## src/rtl/pc_gen_pkg.sv

```systemverilog
// Shared types and width helpers for the program-counter generator and its BTB.
// The BTB (pc_btb) exists only when PC_GEN_BTB_EN is defined.
package pc_gen_pkg;

    typedef enum logic [1:0] {
        BOOT = 2'd0,
        RUN  = 2'd1,
        HALT = 2'd2
    } pc_state_e;

    // Widest PC the BTB entry layout can hold; tag and target are zero-extended into it.
    localparam int unsigned PC_W_MAX = 32;

    typedef struct packed {
        logic                valid;
        logic [PC_W_MAX-1:0] tag;
        logic [PC_W_MAX-1:0] target;
    } btb_entry_t;

    function automatic int unsigned btb_off_w(input int unsigned step);
        return $clog2(step);
    endfunction

    function automatic int unsigned btb_idx_w(input int unsigned depth);
        return $clog2(depth);
    endfunction

    function automatic int unsigned btb_tag_w(input int unsigned pc_w,
                                              input int unsigned step,
                                              input int unsigned depth);
        return pc_w - btb_off_w(step) - btb_idx_w(depth);
    endfunction

endpackage

```

## src/rtl/pc_gen_if.sv

```systemverilog
// Fetch handshake, redirect and BTB-update bundle between the CPU front end and pc_gen.
interface pc_gen_if #(
    parameter int unsigned PC_W = 32
);
    logic            fetch_ready_i;
    logic            data_suspend_i;
    logic            flush_i;
    logic [PC_W-1:0] npc_i;
    logic            trap_i;
    logic [PC_W-1:0] trap_pc_i;
    logic            halt_i;
    logic            btb_upd_i;
    logic [PC_W-1:0] btb_upd_pc_i;
    logic [PC_W-1:0] btb_upd_target_i;
    logic            btb_upd_taken_i;
    logic [PC_W-1:0] pc_o;
    logic            fetch_valid_o;
    logic            pred_taken_o;
    logic [PC_W-1:0] pred_target_o;

    modport slave (
        input  fetch_ready_i, data_suspend_i, flush_i, npc_i, trap_i, trap_pc_i, halt_i,
        input  btb_upd_i, btb_upd_pc_i, btb_upd_target_i, btb_upd_taken_i,
        output pc_o, fetch_valid_o, pred_taken_o, pred_target_o
    );

    modport master (
        output fetch_ready_i, data_suspend_i, flush_i, npc_i, trap_i, trap_pc_i, halt_i,
        output btb_upd_i, btb_upd_pc_i, btb_upd_target_i, btb_upd_taken_i,
        input  pc_o, fetch_valid_o, pred_taken_o, pred_target_o
    );
endinterface

```

## src/rtl/pc_btb.sv

```systemverilog
// Direct-mapped branch target buffer: combinational lookup, one update port written at the edge.
// Instantiated by pc_gen only when PC_GEN_BTB_EN is defined.
module pc_btb
    import pc_gen_pkg::*;
#(
    parameter int unsigned PC_W      = 32,
    parameter int unsigned STEP      = 4,
    parameter int unsigned BTB_DEPTH = 16
) (
    input  logic            clk_i,
    input  logic            reset_i,
    input  logic [PC_W-1:0] lookup_pc_i,
    output logic            hit_o,
    output logic [PC_W-1:0] target_o,
    input  logic            upd_i,
    input  logic [PC_W-1:0] upd_pc_i,
    input  logic [PC_W-1:0] upd_target_i,
    input  logic            upd_taken_i
);
    localparam int unsigned OFF_W = btb_off_w(STEP);
    localparam int unsigned IDX_W = btb_idx_w(BTB_DEPTH);
    localparam int unsigned TAG_W = btb_tag_w(PC_W, STEP, BTB_DEPTH);
    localparam logic [PC_W-1:0] ALIGN_MASK = ~PC_W'(STEP - 1);

    logic [IDX_W-1:0] lk_idx;
    logic [TAG_W-1:0] lk_tag;
    logic [IDX_W-1:0] upd_idx;
    logic [TAG_W-1:0] upd_tag;
    btb_entry_t       btb_rd [BTB_DEPTH];
    btb_entry_t       lk_entry;

    assign lk_idx  = IDX_W'(lookup_pc_i >> OFF_W);
    assign lk_tag  = TAG_W'(lookup_pc_i >> (OFF_W + IDX_W));
    assign upd_idx = IDX_W'(upd_pc_i >> OFF_W);
    assign upd_tag = TAG_W'(upd_pc_i >> (OFF_W + IDX_W));

    genvar gi;
    generate
        for (gi = 0; gi < BTB_DEPTH; gi++) begin : g_entry
            btb_entry_t entry_d;
            btb_entry_t entry_q;

            always_comb begin
                entry_d = entry_q;
                if (upd_i && (upd_idx == IDX_W'(gi))) begin
                    if (upd_taken_i) begin
                        entry_d.valid  = 1'b1;
                        entry_d.tag    = PC_W_MAX'(upd_tag);
                        entry_d.target = PC_W_MAX'(upd_target_i & ALIGN_MASK);
                    end else if (entry_q.tag == PC_W_MAX'(upd_tag)) begin
                        // A not-taken resolution only evicts the branch it names, never an alias.
                        entry_d.valid = 1'b0;
                    end
                end
            end

            always_ff @(posedge clk_i or posedge reset_i) begin
                if (reset_i) begin
                    entry_q <= '0;
                end else begin
                    entry_q <= entry_d;
                end
            end

            assign btb_rd[gi] = entry_q;
        end
    endgenerate

    // Lookup reads the registered entries, so a same-cycle update is seen only next cycle.
    assign lk_entry = btb_rd[lk_idx];
    assign hit_o    = lk_entry.valid && (lk_entry.tag == PC_W_MAX'(lk_tag));
    assign target_o = hit_o ? PC_W'(lk_entry.target) : '0;

endmodule

```

## src/rtl/pc_gen.sv

```systemverilog
// Fetch PC generator: BOOT/RUN/HALT FSM, PC register and prioritised next-PC mux.
// Define PC_GEN_BTB_EN to add the branch target buffer (pc_btb) for taken-branch prediction.
module pc_gen
    import pc_gen_pkg::*;
#(
    parameter int unsigned     PC_W      = 32,
    parameter logic [PC_W-1:0] INIT_PC   = 32'hFFFF_FFFC,
    parameter int unsigned     STEP      = 4,
    parameter int unsigned     BTB_DEPTH = 16
) (
    input logic      clk_i,
    input logic      reset_i,
    pc_gen_if.slave  bus
);
    localparam logic [PC_W-1:0] STEP_V     = PC_W'(STEP);
    localparam logic [PC_W-1:0] ALIGN_MASK = ~PC_W'(STEP - 1);

    pc_state_e       state_d, state_q;
    logic [PC_W-1:0] pc_d, pc_q;
    logic            fetch_valid;
    logic            pred_taken;
    logic [PC_W-1:0] pred_target;

    function automatic logic [PC_W-1:0] align(input logic [PC_W-1:0] addr);
        return addr & ALIGN_MASK;
    endfunction

`ifdef PC_GEN_BTB_EN
    pc_btb #(
        .PC_W      (PC_W),
        .STEP      (STEP),
        .BTB_DEPTH (BTB_DEPTH)
    ) u_btb (
        .clk_i        (clk_i),
        .reset_i      (reset_i),
        .lookup_pc_i  (pc_q),
        .hit_o        (pred_taken),
        .target_o     (pred_target),
        .upd_i        (bus.btb_upd_i),
        .upd_pc_i     (bus.btb_upd_pc_i),
        .upd_target_i (bus.btb_upd_target_i),
        .upd_taken_i  (bus.btb_upd_taken_i)
    );
`else
    logic unused_btb_upd;

    assign pred_taken     = 1'b0;
    assign pred_target    = '0;
    assign unused_btb_upd = ^{bus.btb_upd_i, bus.btb_upd_pc_i,
                              bus.btb_upd_target_i, bus.btb_upd_taken_i};
`endif

    always_comb begin
        state_d     = state_q;
        pc_d        = pc_q;
        fetch_valid = 1'b0;
        case (state_q)
            BOOT: begin
                state_d = RUN;
                if (bus.trap_i) begin
                    pc_d = align(bus.trap_pc_i);
                end else if (bus.flush_i) begin
                    pc_d = align(bus.npc_i);
                end else begin
                    pc_d = pc_q + STEP_V;
                end
            end
            RUN: begin
                fetch_valid = 1'b1;
                if (bus.trap_i) begin
                    pc_d = align(bus.trap_pc_i);
                end else if (bus.flush_i) begin
                    pc_d = align(bus.npc_i);
                end else if (bus.data_suspend_i || !bus.fetch_ready_i) begin
                    pc_d = pc_q;
                end else if (bus.halt_i) begin
                    // The current PC has been accepted; park on it until a redirect.
                    state_d = HALT;
                end else if (pred_taken) begin
                    pc_d = align(pred_target);
                end else begin
                    pc_d = pc_q + STEP_V;
                end
            end
            HALT: begin
                if (bus.trap_i) begin
                    pc_d    = align(bus.trap_pc_i);
                    state_d = RUN;
                end else if (bus.flush_i) begin
                    pc_d    = align(bus.npc_i);
                    state_d = RUN;
                end
            end
            default: begin
                state_d = BOOT;
                pc_d    = INIT_PC;
            end
        endcase
    end

    always_ff @(posedge clk_i or posedge reset_i) begin
        if (reset_i) begin
            state_q <= BOOT;
            pc_q    <= INIT_PC;
        end else begin
            state_q <= state_d;
            pc_q    <= pc_d;
        end
    end

    assign bus.pc_o          = pc_q;
    assign bus.fetch_valid_o = fetch_valid;
    assign bus.pred_taken_o  = pred_taken;
    assign bus.pred_target_o = pred_target;

endmodule

```

## src/flat_wrapper.sv

```systemverilog
// flat-port wrapper written by rule: the top's interface ports become plain ports
module pc_gen_flat import pc_gen_pkg::*;
#(
    parameter int unsigned     PC_W      = 32,
    parameter logic [PC_W-1:0] INIT_PC   = 32'hFFFF_FFFC,
    parameter int unsigned     STEP      = 4,
    parameter int unsigned     BTB_DEPTH = 16
)
  (clk_i, reset_i, bus_fetch_ready_i, bus_data_suspend_i, bus_flush_i, bus_npc_i, bus_trap_i, bus_trap_pc_i, bus_halt_i, bus_btb_upd_i, bus_btb_upd_pc_i, bus_btb_upd_target_i, bus_btb_upd_taken_i, bus_pc_o, bus_fetch_valid_o, bus_pred_taken_o, bus_pred_target_o);
  pc_gen_if #(.PC_W(PC_W)) bus_i ();
  input logic clk_i;
  input logic reset_i;
  input wire logic [$bits(bus_i.fetch_ready_i)-1:0] bus_fetch_ready_i;
  input wire logic [$bits(bus_i.data_suspend_i)-1:0] bus_data_suspend_i;
  input wire logic [$bits(bus_i.flush_i)-1:0] bus_flush_i;
  input wire logic [$bits(bus_i.npc_i)-1:0] bus_npc_i;
  input wire logic [$bits(bus_i.trap_i)-1:0] bus_trap_i;
  input wire logic [$bits(bus_i.trap_pc_i)-1:0] bus_trap_pc_i;
  input wire logic [$bits(bus_i.halt_i)-1:0] bus_halt_i;
  input wire logic [$bits(bus_i.btb_upd_i)-1:0] bus_btb_upd_i;
  input wire logic [$bits(bus_i.btb_upd_pc_i)-1:0] bus_btb_upd_pc_i;
  input wire logic [$bits(bus_i.btb_upd_target_i)-1:0] bus_btb_upd_target_i;
  input wire logic [$bits(bus_i.btb_upd_taken_i)-1:0] bus_btb_upd_taken_i;
  output wire logic [$bits(bus_i.pc_o)-1:0] bus_pc_o;
  output wire logic [$bits(bus_i.fetch_valid_o)-1:0] bus_fetch_valid_o;
  output wire logic [$bits(bus_i.pred_taken_o)-1:0] bus_pred_taken_o;
  output wire logic [$bits(bus_i.pred_target_o)-1:0] bus_pred_target_o;
  assign bus_i.fetch_ready_i = bus_fetch_ready_i;
  assign bus_i.data_suspend_i = bus_data_suspend_i;
  assign bus_i.flush_i = bus_flush_i;
  assign bus_i.npc_i = bus_npc_i;
  assign bus_i.trap_i = bus_trap_i;
  assign bus_i.trap_pc_i = bus_trap_pc_i;
  assign bus_i.halt_i = bus_halt_i;
  assign bus_i.btb_upd_i = bus_btb_upd_i;
  assign bus_i.btb_upd_pc_i = bus_btb_upd_pc_i;
  assign bus_i.btb_upd_target_i = bus_btb_upd_target_i;
  assign bus_i.btb_upd_taken_i = bus_btb_upd_taken_i;
  assign bus_pc_o = bus_i.pc_o;
  assign bus_fetch_valid_o = bus_i.fetch_valid_o;
  assign bus_pred_taken_o = bus_i.pred_taken_o;
  assign bus_pred_target_o = bus_i.pred_target_o;
  pc_gen #(.PC_W(PC_W), .INIT_PC(INIT_PC), .STEP(STEP), .BTB_DEPTH(BTB_DEPTH)) u_core (.clk_i(clk_i), .reset_i(reset_i), .bus(bus_i));
endmodule
```

## config.mk

```make
export PLATFORM = sky130hd
export DESIGN_NAME = pc_gen_flat
export DESIGN_NICKNAME = d
export VERILOG_FILES = /design/src/rtl/pc_gen_pkg.sv /design/src/rtl/pc_gen_if.sv /design/src/rtl/pc_btb.sv /design/src/rtl/pc_gen.sv /design/src/flat_wrapper.sv
export SDC_FILE = /design/constraint.sdc
export NUM_CORES = 1
export LEC_CHECK = 0
export BUFFER_PORTS_ARGS = -buffer_cell sky130_fd_sc_hd__buf_2
export CAP_MARGIN = 20
export CORE_ASPECT_RATIO = 0.75
export CORE_MARGIN = 2
export CORE_UTILIZATION = 42
export CTS_CLUSTER_SIZE = 24
export DETAILED_ROUTE_END_ITERATION = 16
export PLACE_DENSITY = 0.8
export SLEW_MARGIN = 20
export SYNTH_ARGS = -nofsm -noshare
export SYNTH_HDL_FRONTEND = slang
export SYNTH_SLANG_ARGS = --single-unit
```

## constraint.sdc

```tcl
create_clock -name clk_i -period 3.1 [get_ports clk_i]
set_input_delay 0 -clock clk_i [delete_from_list [all_inputs] [get_ports clk_i]]
set_output_delay 0 -clock clk_i [all_outputs]
set_load 0.01 [all_outputs]
```

==> summary by stage, run 1 <==
Outcome
The flow ran to the end, and the final reports show no timing, DRC or antenna violations.

Cells and area
The sequential standard cell area is 838 um^2. The count of antenna diodes in the layout is 0. Cells with a size suffix above 1 make up 31.4% of the layout. Fill cells in the final layout number 657. After the last flow step, the layout net total stands at 627.

The combined area of the multi-input logic cells is 1840 um^2. With fillers left out, the area of the finished cells amounts to 3610 um^2. From synthesis to final layout, the design area changed by 22.7%.

Leaving out filler cells and counting taps, the final layout contains 574.

Hold path
The startpoint of the lowest-slack hold path is bus_trap_pc_i[12]. Along the worst hold path, the cell count comes to 3. The type of the most critical hold path is in2reg. The destination of the worst hold path is u_core.bus.pc_o[12].

Timing
The maximum achievable frequency is 0.399 GHz. Setup repair after global routing left no endpoint under its margin. The largest clock skew in the final design is 7.05 ps. The shortest period the worst path allows is 2510 ps.

The post-route worst setup slack is 594 ps. The total count of hold-check failures in the final report is 0. The fraction of the cycle the final worst path needs is 80.8%. At the pin with the least slew margin, the transition time is 1110 ps. The count of pins over their slew limit is 0. Measured against its own limit, the worst slew margin works out to 25.5%.

The count of endpoints failing setup in the final report is 0. The worst hold slack is 20.5 ps. Summed over all failing endpoints, the final setup total negative slack is 0 ps.

Setup path
The cell family contributing the most delay on the critical path is simple AND/OR/NAND/NOR gates. The largest single stage delay on the critical path is 590 ps. The startpoint kind of the worst setup timing path is a flip-flop. The worst reg2reg path startpoint is u_core.state_q[0].

The worst-case register-to-register setup slack is 590 ps. The critical path depth in cells is 5. The sum of buffers and inverters on the critical path is 0. The slowest library cell on the worst path is sky130_fd_sc_hd__dfrtp_1.

Walking the worst path, the cells encountered are or4bb_1 -> nand3_1 -> nand3_1 -> or3b_1 -> and3_1. STA classifies the critical path endpoint as a flip-flop. The cell that appears most often on the critical path is sky130_fd_sc_hd__nand3_1. At the worst endpoint, the required time is 3320 ps.

The signal arrival time at the worst endpoint is 2730 ps. The highest fanout seen on the critical path is 14. The worst register-to-register path ends at u_core.bus.pc_o[29]. The critical path in this run is classified as reg2reg.

The logic depth of the worst register-to-register path is 5.

CTS
The maximum clock path buffer count is 2. After clock tree synthesis, the clock-pin slew on the worst setup and hold paths is 70 ps. Clock tree synthesis inserted a total of 5 buffers. The H-tree was split into 2 levels. The clock tree from TritonCTS is built.

The clock tree root driver cell is sky130_fd_sc_hd__clkbuf_8. The later pin in the worst-skew pair is clocked with a latency of 290 ps. The CTS sink count is 32. Gates resized during post-CTS repair numbered 0. Post-CTS timing repair inserted 0 buffers for setup.

Place
The cell area reported after detailed placement is 3350 um^2. After detailed placement, the design holds a cell count of 553. OpenSTA, run right after detailed placement, puts the worst setup slack at 643 ps.

In this run the tool buffered the top-level ports with 97 buffer cells. The congestion estimate from routability-driven global placement came to 0.856. The HPWL reported at the end of detailed placement is 6860 um.

Logic synthesis
Sorting the synthesized cells by area gives the leading types as sky130_fd_sc_hd__dfstp_2 27%, sky130_fd_sc_hd__buf_4 8.9%, sky130_fd_sc_hd__a21oi_1 8.7%, sky130_fd_sc_hd__nand2_1 4.6%, sky130_fd_sc_hd__nor2_1 4.1%. The top flip-flop cell by instance count after synthesis is sky130_fd_sc_hd__dfstp_2. Averaged over all synthesized cells, the footprint is 7.52 um^2.

In this run, synthesis produced a sequential element count of 32. In the synthesized netlist, the cells that appear most often are 51 x sky130_fd_sc_hd__a21oi_1, 36 x sky130_fd_sc_hd__nand2_1, 35 x sky130_fd_sc_hd__buf_4. The fraction of synthesized cell area taken by the top area cell type is 26.8%. Synthesis produced 391 cells. The cell taking the most area after synthesis is sky130_fd_sc_hd__dfstp_2. For this run, asynchronously set or reset flops after synthesis account for 100%. The most repeated cell in the gate-level netlist after synthesis is sky130_fd_sc_hd__a21oi_1.

The number of distinct standard cells referenced by the synthesized netlist is 64. The number of enable flip-flop cells after synthesis is 0. During synthesis, Yosys emitted a total of 0 warnings.

The cell area after technology mapping is 2940 um^2. The fraction of the yosys area taken by sequential cells is 28.5%.

Pwr
Of the total power, the share spent switching nets is 34.3%. The part of the power in registers is 39.8%. For this design the ratio of total power to cell area is 425 nW/um^2. The largest voltage drop on the vdd net is 209 uV. In this run the power spent charging and discharging nets is 0.526 mW. Of the total power, the clock network draws 29.4%. Per report_power, the combinational group accounts for 30.9% of the total.

In this run the static leakage power is 1.59 nW. Internal power comes to 1.01 mW.

Floorplan
The number of cell rows is 26. From left edge to right edge, the die measures 101 um. The overall die height is 76.4 um. The starting utilization of the core area is 43.2%. The core region area is 6800 um^2.

The die covers 7690 um^2. The I/O pin count is 203.

Global route
Global routing used 34.2% of the available met2 tracks. For this run, the total global-route usage over all layers was measured as 23.8%. Global routing used 35.5% of the available met1 tracks. The wire length of the first global-routing pass is 14,800 um. The number of antenna violations at the first check in global routing was 0. For this run the aggregate overflow at the end of global routing stands at 0. The global routing's busiest layer is met1. Entering global routing, the biggest net connects 33 pins. The met3 usage is 5.05%. The number of global-route vias before repair is 3,027.

Routing
The final route contains 3,364 vias. The final antenna-violating net count is 0. The number of DRC markers after the initial detailed-route iteration is 310. In the routed design, unresolved DRC markers number 0. The length of the first detailed-routing pass in iterations is 5. The total wire length after detailed routing is 9480 um.

Using the TritonRoute via totals, the vias-per-cell ratio works out to 5.86. After detailed routing, the average wire length per cell comes to 16.5 um.

Flow run
The max-capacitance violation count is 0.
-- power by group through the flow --
stage	combinational [mW]	sequential, mW	clock [mW]
after global placement	0.441	0.609	0
after CTS	0.469	0.606	0.459
final	0.473	0.609	0.450
after global routing	0.518	0.621	0.484
after floorplan	0.297	0.620	0
after detailed placement	0.454	0.612	0
-- repair_timing --
action	4_1_cts	5_1_grt
hold buffers	13	0
endpoints found under the setup margin	0	0
endpoints found under the hold margin	14	0
-- sequential cells by signal, indices dropped and copies added (netlist names) --
name,count
u_core.state_q,2
u_core.bus.pc_o,30
-- placed cells by master, fill, tap and decap left out, types with 3 or more instances in the layout --
master / count
sky130_fd_sc_hd__o21ai_0: 19
sky130_fd_sc_hd__nand2_1: 36
sky130_fd_sc_hd__dlygate4sd3_1: 13
sky130_fd_sc_hd__a22oi_1: 4
sky130_fd_sc_hd__o22ai_1: 4
sky130_fd_sc_hd__a21oi_1: 51
sky130_fd_sc_hd__nor2_1: 32
sky130_fd_sc_hd__xor2_1: 5
sky130_fd_sc_hd__xnor2_1: 3
sky130_fd_sc_hd__a21o_1: 7
sky130_fd_sc_hd__nor2b_1: 6
sky130_fd_sc_hd__and3_1: 7
sky130_fd_sc_hd__or3_1: 4
sky130_fd_sc_hd__dfstp_2: 30
sky130_fd_sc_hd__a31oi_1: 10
sky130_fd_sc_hd__nand4_1: 6
sky130_fd_sc_hd__a211oi_1: 4
sky130_fd_sc_hd__o31ai_1: 3
sky130_fd_sc_hd__buf_2: 97
sky130_fd_sc_hd__nand3_1: 21
sky130_fd_sc_hd__buf_4: 8
sky130_fd_sc_hd__and4_1: 4
sky130_fd_sc_hd__clkbuf_8: 7
sky130_fd_sc_hd__nor3_1: 13
sky130_fd_sc_hd__conb_1: 35
sky130_fd_sc_hd__inv_1: 6
sky130_fd_sc_hd__o21a_1: 6
-- worst min-delay path: cells and delay by family --
family	cells	cell delay [ps]
compound gates	2	200
buf+inv	1	100
-- how the worst max path moves through the flow --
stage	from	end	slack, ps
CTS	u_core.state_q[0]	u_core.bus.pc_o[29]	620
detailed placement	u_core.state_q[0]	u_core.bus.pc_o[29]	640
floorplan	u_core.bus.pc_o[2]	u_core.bus.pc_o[30]	840
finish	u_core.state_q[0]	u_core.bus.pc_o[29]	590
global placement	u_core.state_q[0]	u_core.bus.pc_o[29]	690
global route	u_core.state_q[0]	u_core.bus.pc_o[29]	460
-- through the flow --
stage | util (%) | total power, mW
2_1_floorplan | - | 0.917
3_3_place_gp | 49.3 | 1.05
3_5_place_dp | 49.3 | 1.07
4_1_cts | 53.1 | 1.53
5_1_grt | 53.1 | 1.62
6_report | 53.1 | 1.53
-- cells by family (layout without fill, tap and decap cells) --
logic type,after synthesis,after routing,share of synthesized area (%)
AO/OA/AOI/OAI,136,136,29.6
XOR/XNOR,8,8,2.38
adder cells (fa/ha/maj),1,1,0.426
buffers and inverters,68,133,13.4
flip-flops,32,32,28.5
other,1,35,0.128
AND/OR/NAND/NOR,145,145,25.6
-- layer usage --
| layer | share of wire [%] | routed length, um |
|---|---|---|
| met1 | 44 | 4130 |
| met2 | 45 | 4240 |
| met3 | 9.8 | 933 |
| met4 | 1.8 | 167 |
| met5 | 0 | 0 |
-- layout make-up --
type / count / area share, %
multi-input cells: 325 / 50.9
flip-flops and latches: 32 / 23.2
clock inverters: 1 / 0.832
repair buffers: 118 / 18.7
inverters: 7 / 0.728
well taps: 84 / 2.91
clock buffers: 7 / 2.67
No activity file was read; power rests on OpenSTA's default activity.
==> run 2, diff against run 1 <==
- CORE_UTILIZATION: 42 -> 38
- PLACE_DENSITY: 0.8 -> 0.77
- clock period: 3.1 -> 2.26 ns (I/O delays scaled with it)
==> summary by stage, run 2 (synthesized netlist as in run 1, its figures left out) <==
CTS
The maximum clock path buffer count is 2 (unchanged). The number of buffers inserted during clock tree synthesis is 5 (unchanged). The clock tree root driver cell is sky130_fd_sc_hd__clkbuf_8 (unchanged). The clock tree from TritonCTS is built (unchanged).

The count of H-tree levels built during CTS is 2 (unchanged). The number of setup buffers added after CTS is 0 (unchanged). The clock latency reported for the late side of the worst-skew pair is 300 ps (was 290 ps). The clock-pin slew on the worst setup and hold paths is 70 ps (about the same).

The CTS sink count is 32 (unchanged).

Setup path
The slowest library cell on the worst path is sky130_fd_sc_hd__or4b_4 (was sky130_fd_sc_hd__dfrtp_1). The type of destination of the critical path is a flip-flop (unchanged). The highest fanout seen on the critical path is 5 (was 14).

Cell Chain, Critical Path: ha_1 -> nand4_2 -> or3_4 -> or4b_4 -> a21oi_2 -> a2bb2oi_2 (was or4bb_1 -> nand3_1 -> nand3_1 -> or3b_1 -> and3_1). The delay of the slowest cell on the worst path is 560 ps (was 590 ps). The worst-case register-to-register setup slack is 70 ps (was 590 ps).

The required time of the critical path came to 2500 ps (was 3320 ps). The worst reg2reg path startpoint is u_core.bus.pc_o[3] (was u_core.state_q[0]). The sum of buffers and inverters on the critical path is 0 (unchanged). The startpoint-to-endpoint class of the critical path is reg2reg (unchanged).

The signal arrival time at the worst endpoint is 2430 ps (was 2730 ps). The kind of cell with the highest combined delay on the critical path is simple AND/OR/NAND/NOR gates (unchanged). The logic depth of the worst register-to-register path is 6 (was 5). The reg-to-reg critical path endpoint is u_core.bus.pc_o[30] (was u_core.bus.pc_o[29]). The startpoint kind of the worst setup timing path was a flip-flop (unchanged).

Cells and area
The net total in the final layout is 653 (was 627). The count of filler cells inserted in the layout is 756 (was 657). The area growth from synthesis to layout is 29.5% (was 22.7%).

Most used cells in the layout excluding fill and tap cells: 97 x sky130_fd_sc_hd__buf_2, 51 x sky130_fd_sc_hd__a21oi_1, 36 x sky130_fd_sc_hd__nand2_1, 35 x sky130_fd_sc_hd__conb_1, 33 x sky130_fd_sc_hd__buf_4 (was 97 x sky130_fd_sc_hd__buf_2, 51 x sky130_fd_sc_hd__a21oi_1, 36 x sky130_fd_sc_hd__nand2_1, 35 x sky130_fd_sc_hd__conb_1, 32 x sky130_fd_sc_hd__nor2_1). The sequential standard cell area is 838 um^2 (unchanged). The final instance count without filler cells is 617 (was 574).

The fraction of layout instances using a drive strength above 1 came to 34.9% (was 31.4%). The combined area of the multi-input logic cells came to 1840 um^2 (about the same). The final design utilization is 51.2% (was 53.1%).

The flip-flop count of the largest register, all copies and words added was 30 (unchanged). The most common library cell in the layout ignoring fill and taps is sky130_fd_sc_hd__buf_2 (unchanged). The count of antenna diodes in the layout was 0 (unchanged).

Hold path
The startpoint of the lowest-slack hold path is bus_trap_pc_i[6] (was bus_trap_pc_i[12]). The depth of the worst hold-timing path is 3 (unchanged). The type of the most critical hold path is in2reg (unchanged).

The destination of the worst hold path is u_core.bus.pc_o[6] (was u_core.bus.pc_o[12]).

Timing
The setup total negative slack came to 0 ps (unchanged). The relative slew slack was 48.9% (was 25.5%). The transition time of the tightest slew-check pin is 766 ps (was 1110 ps). The largest clock skew in the final design was 2.86 ps (was 7.05 ps). RSZ-0062 raised after global routing: false (unchanged). The fraction of the cycle the final worst path needs is 97.0% (was 80.8%). The post-route worst setup slack came to 67.2 ps (was 594 ps). The maximum achievable frequency is 0.456 GHz (was 0.399 GHz). The shortest period the worst path allows is 2190 ps (was 2510 ps).

The total count of hold-check failures in the final report was 0 (unchanged). The count of pins over their slew limit was 0 (unchanged). The count of endpoints failing setup in the final report came to 0 (unchanged).

Pwr
The largest voltage drop on the vdd net was 205 uV (was 209 uV). The total power after layout is 2.04 mW (was 1.53 mW). The leakage power figure is 1.70 nW (was 1.59 nW). The power density normalized to cell area is 535 nW/um^2 (was 425 nW/um^2).

Global route
The number of global-route vias before repair was 3,136 (was 3,027). The total congestion overflow is 0 (unchanged). The maximum number of pins on one net before global-route repair is 29 (was 33).

The overall routing resource usage is 23.2% (was 23.8%). The number of antenna violations at the first check in global routing is 0 (unchanged). The wire length of the first global-routing pass is 15,500 um (was 14,800 um).

Routing
The length of the first detailed-routing pass in iterations is 5 (unchanged). The total wire length after detailed routing is 9980 um (was 9480 um). The remaining design rule violation count is 0 (unchanged).

The via-per-instance ratio is 5.55 (was 5.86). The number of vias in the routed layout was 3,424 (was 3,364). The final antenna-violating net count is 0 (unchanged). The average wire per standard cell came to 16.2 um (was 16.5 um). The number of DRC markers after the initial detailed-route iteration is 254 (was 310).

Floorplan
The die outline width is 106 um (was 101 um). The starting utilization of the core area is 39.5% (was 43.2%). The overall die height is 80.2 um (was 76.4 um). The core region area is 7430 um^2 (was 6800 um^2). The number of cell rows came to 27 (was 26). The I/O pin count is 203 (unchanged). The die outline area is 8460 um^2 (was 7690 um^2).

Place
The number of cells after detailed placement is 596 (was 553). The placer congestion estimate is 0.882 (was 0.856). The count of port buffers added during placement was 97 (unchanged). The post-placement worst setup slack came to 85.4 ps (was 643 ps).

The HPWL reported at the end of detailed placement is 7450 um (was 6860 um).

Flow run
The max-capacitance violation count came to 0 (unchanged).

Outcome
Result of the run: completed (unchanged).
-- run 2: cell types whose count changed in the layout (fill, tap and decap cells not counted), sizes merged --
| cell | previous run | this run |
|---|---|---|
| buf | 105 | 131 |
| bufinv | 1 | 0 |
| clkbuf | 7 | 8 |
-- run 2: worst max path at each step --
stage / from / end / slack (ps) / cells past startpoint
after floorplan: u_core.bus.pc_o[2] / u_core.bus.pc_o[30] / 0.6 / 6
after global placement: u_core.bus.pc_o[2] / u_core.bus.pc_o[30] / 100 / 6
after detailed placement: u_core.bus.pc_o[3] / u_core.bus.pc_o[30] / 90 / 6
after CTS: u_core.bus.pc_o[3] / u_core.bus.pc_o[30] / 70 / 6
after global routing: u_core.bus.pc_o[2] / u_core.bus.pc_o[29] / 8 / 6
final: u_core.bus.pc_o[3] / u_core.bus.pc_o[30] / 70 / 6
-- run 2: per-layer routing --
| metal | vias up | GRT usage [%] | routed length, um |
|---|---|---|---|
| met4 | 0 | 6.71 | 172 |
| met5 | - | 0 | 0 |
| li1 | 1622 | - | - |
| met3 | 22 | 4.87 | 893 |
| met2 | 176 | 36.8 | 4420 |
| met1 | 1604 | 31.8 | 4490 |
-- run 2: cell type report --
class / instances / share of cell area [%]
repair buffers: 144 / 23.2
flip-flops and latches: 32 / 22.0
inverters: 7 / 0.690
well taps: 101 / 3.32
multi-input cells: 325 / 48.4
clock buffers: 8 / 2.37
-- run 2: tightest hold or removal path, delay by kind of cell --
kind,cells,cell delay (ps)
AOI/OAI and AO/OA,2,180
buffers and inverters,1,80
-- run 2: stage by stage --
stage                     hold WS, ps  cell area (um^2)
after global placement            184              3580
after detailed placement          176              3580
after global routing             24.9              3810
after CTS                        5.64              3800
final                            6.75              3810
after floorplan                  94.0              3070
-- run 2: where the power goes --
group          leakage (nW)  switching (mW)  internal, mW
Clock                0.0455           0.236         0.249
Sequential            0.339          0.0966         0.713
Combinational          1.31           0.413         0.330
Total                  1.70           0.745          1.29
-- run 2: what timing repair did --
item	CTS	global route
resized for setup	0	1
hold buffers	13	0
setup endpoints to repair	0	1
hold endpoints to repair	14	0
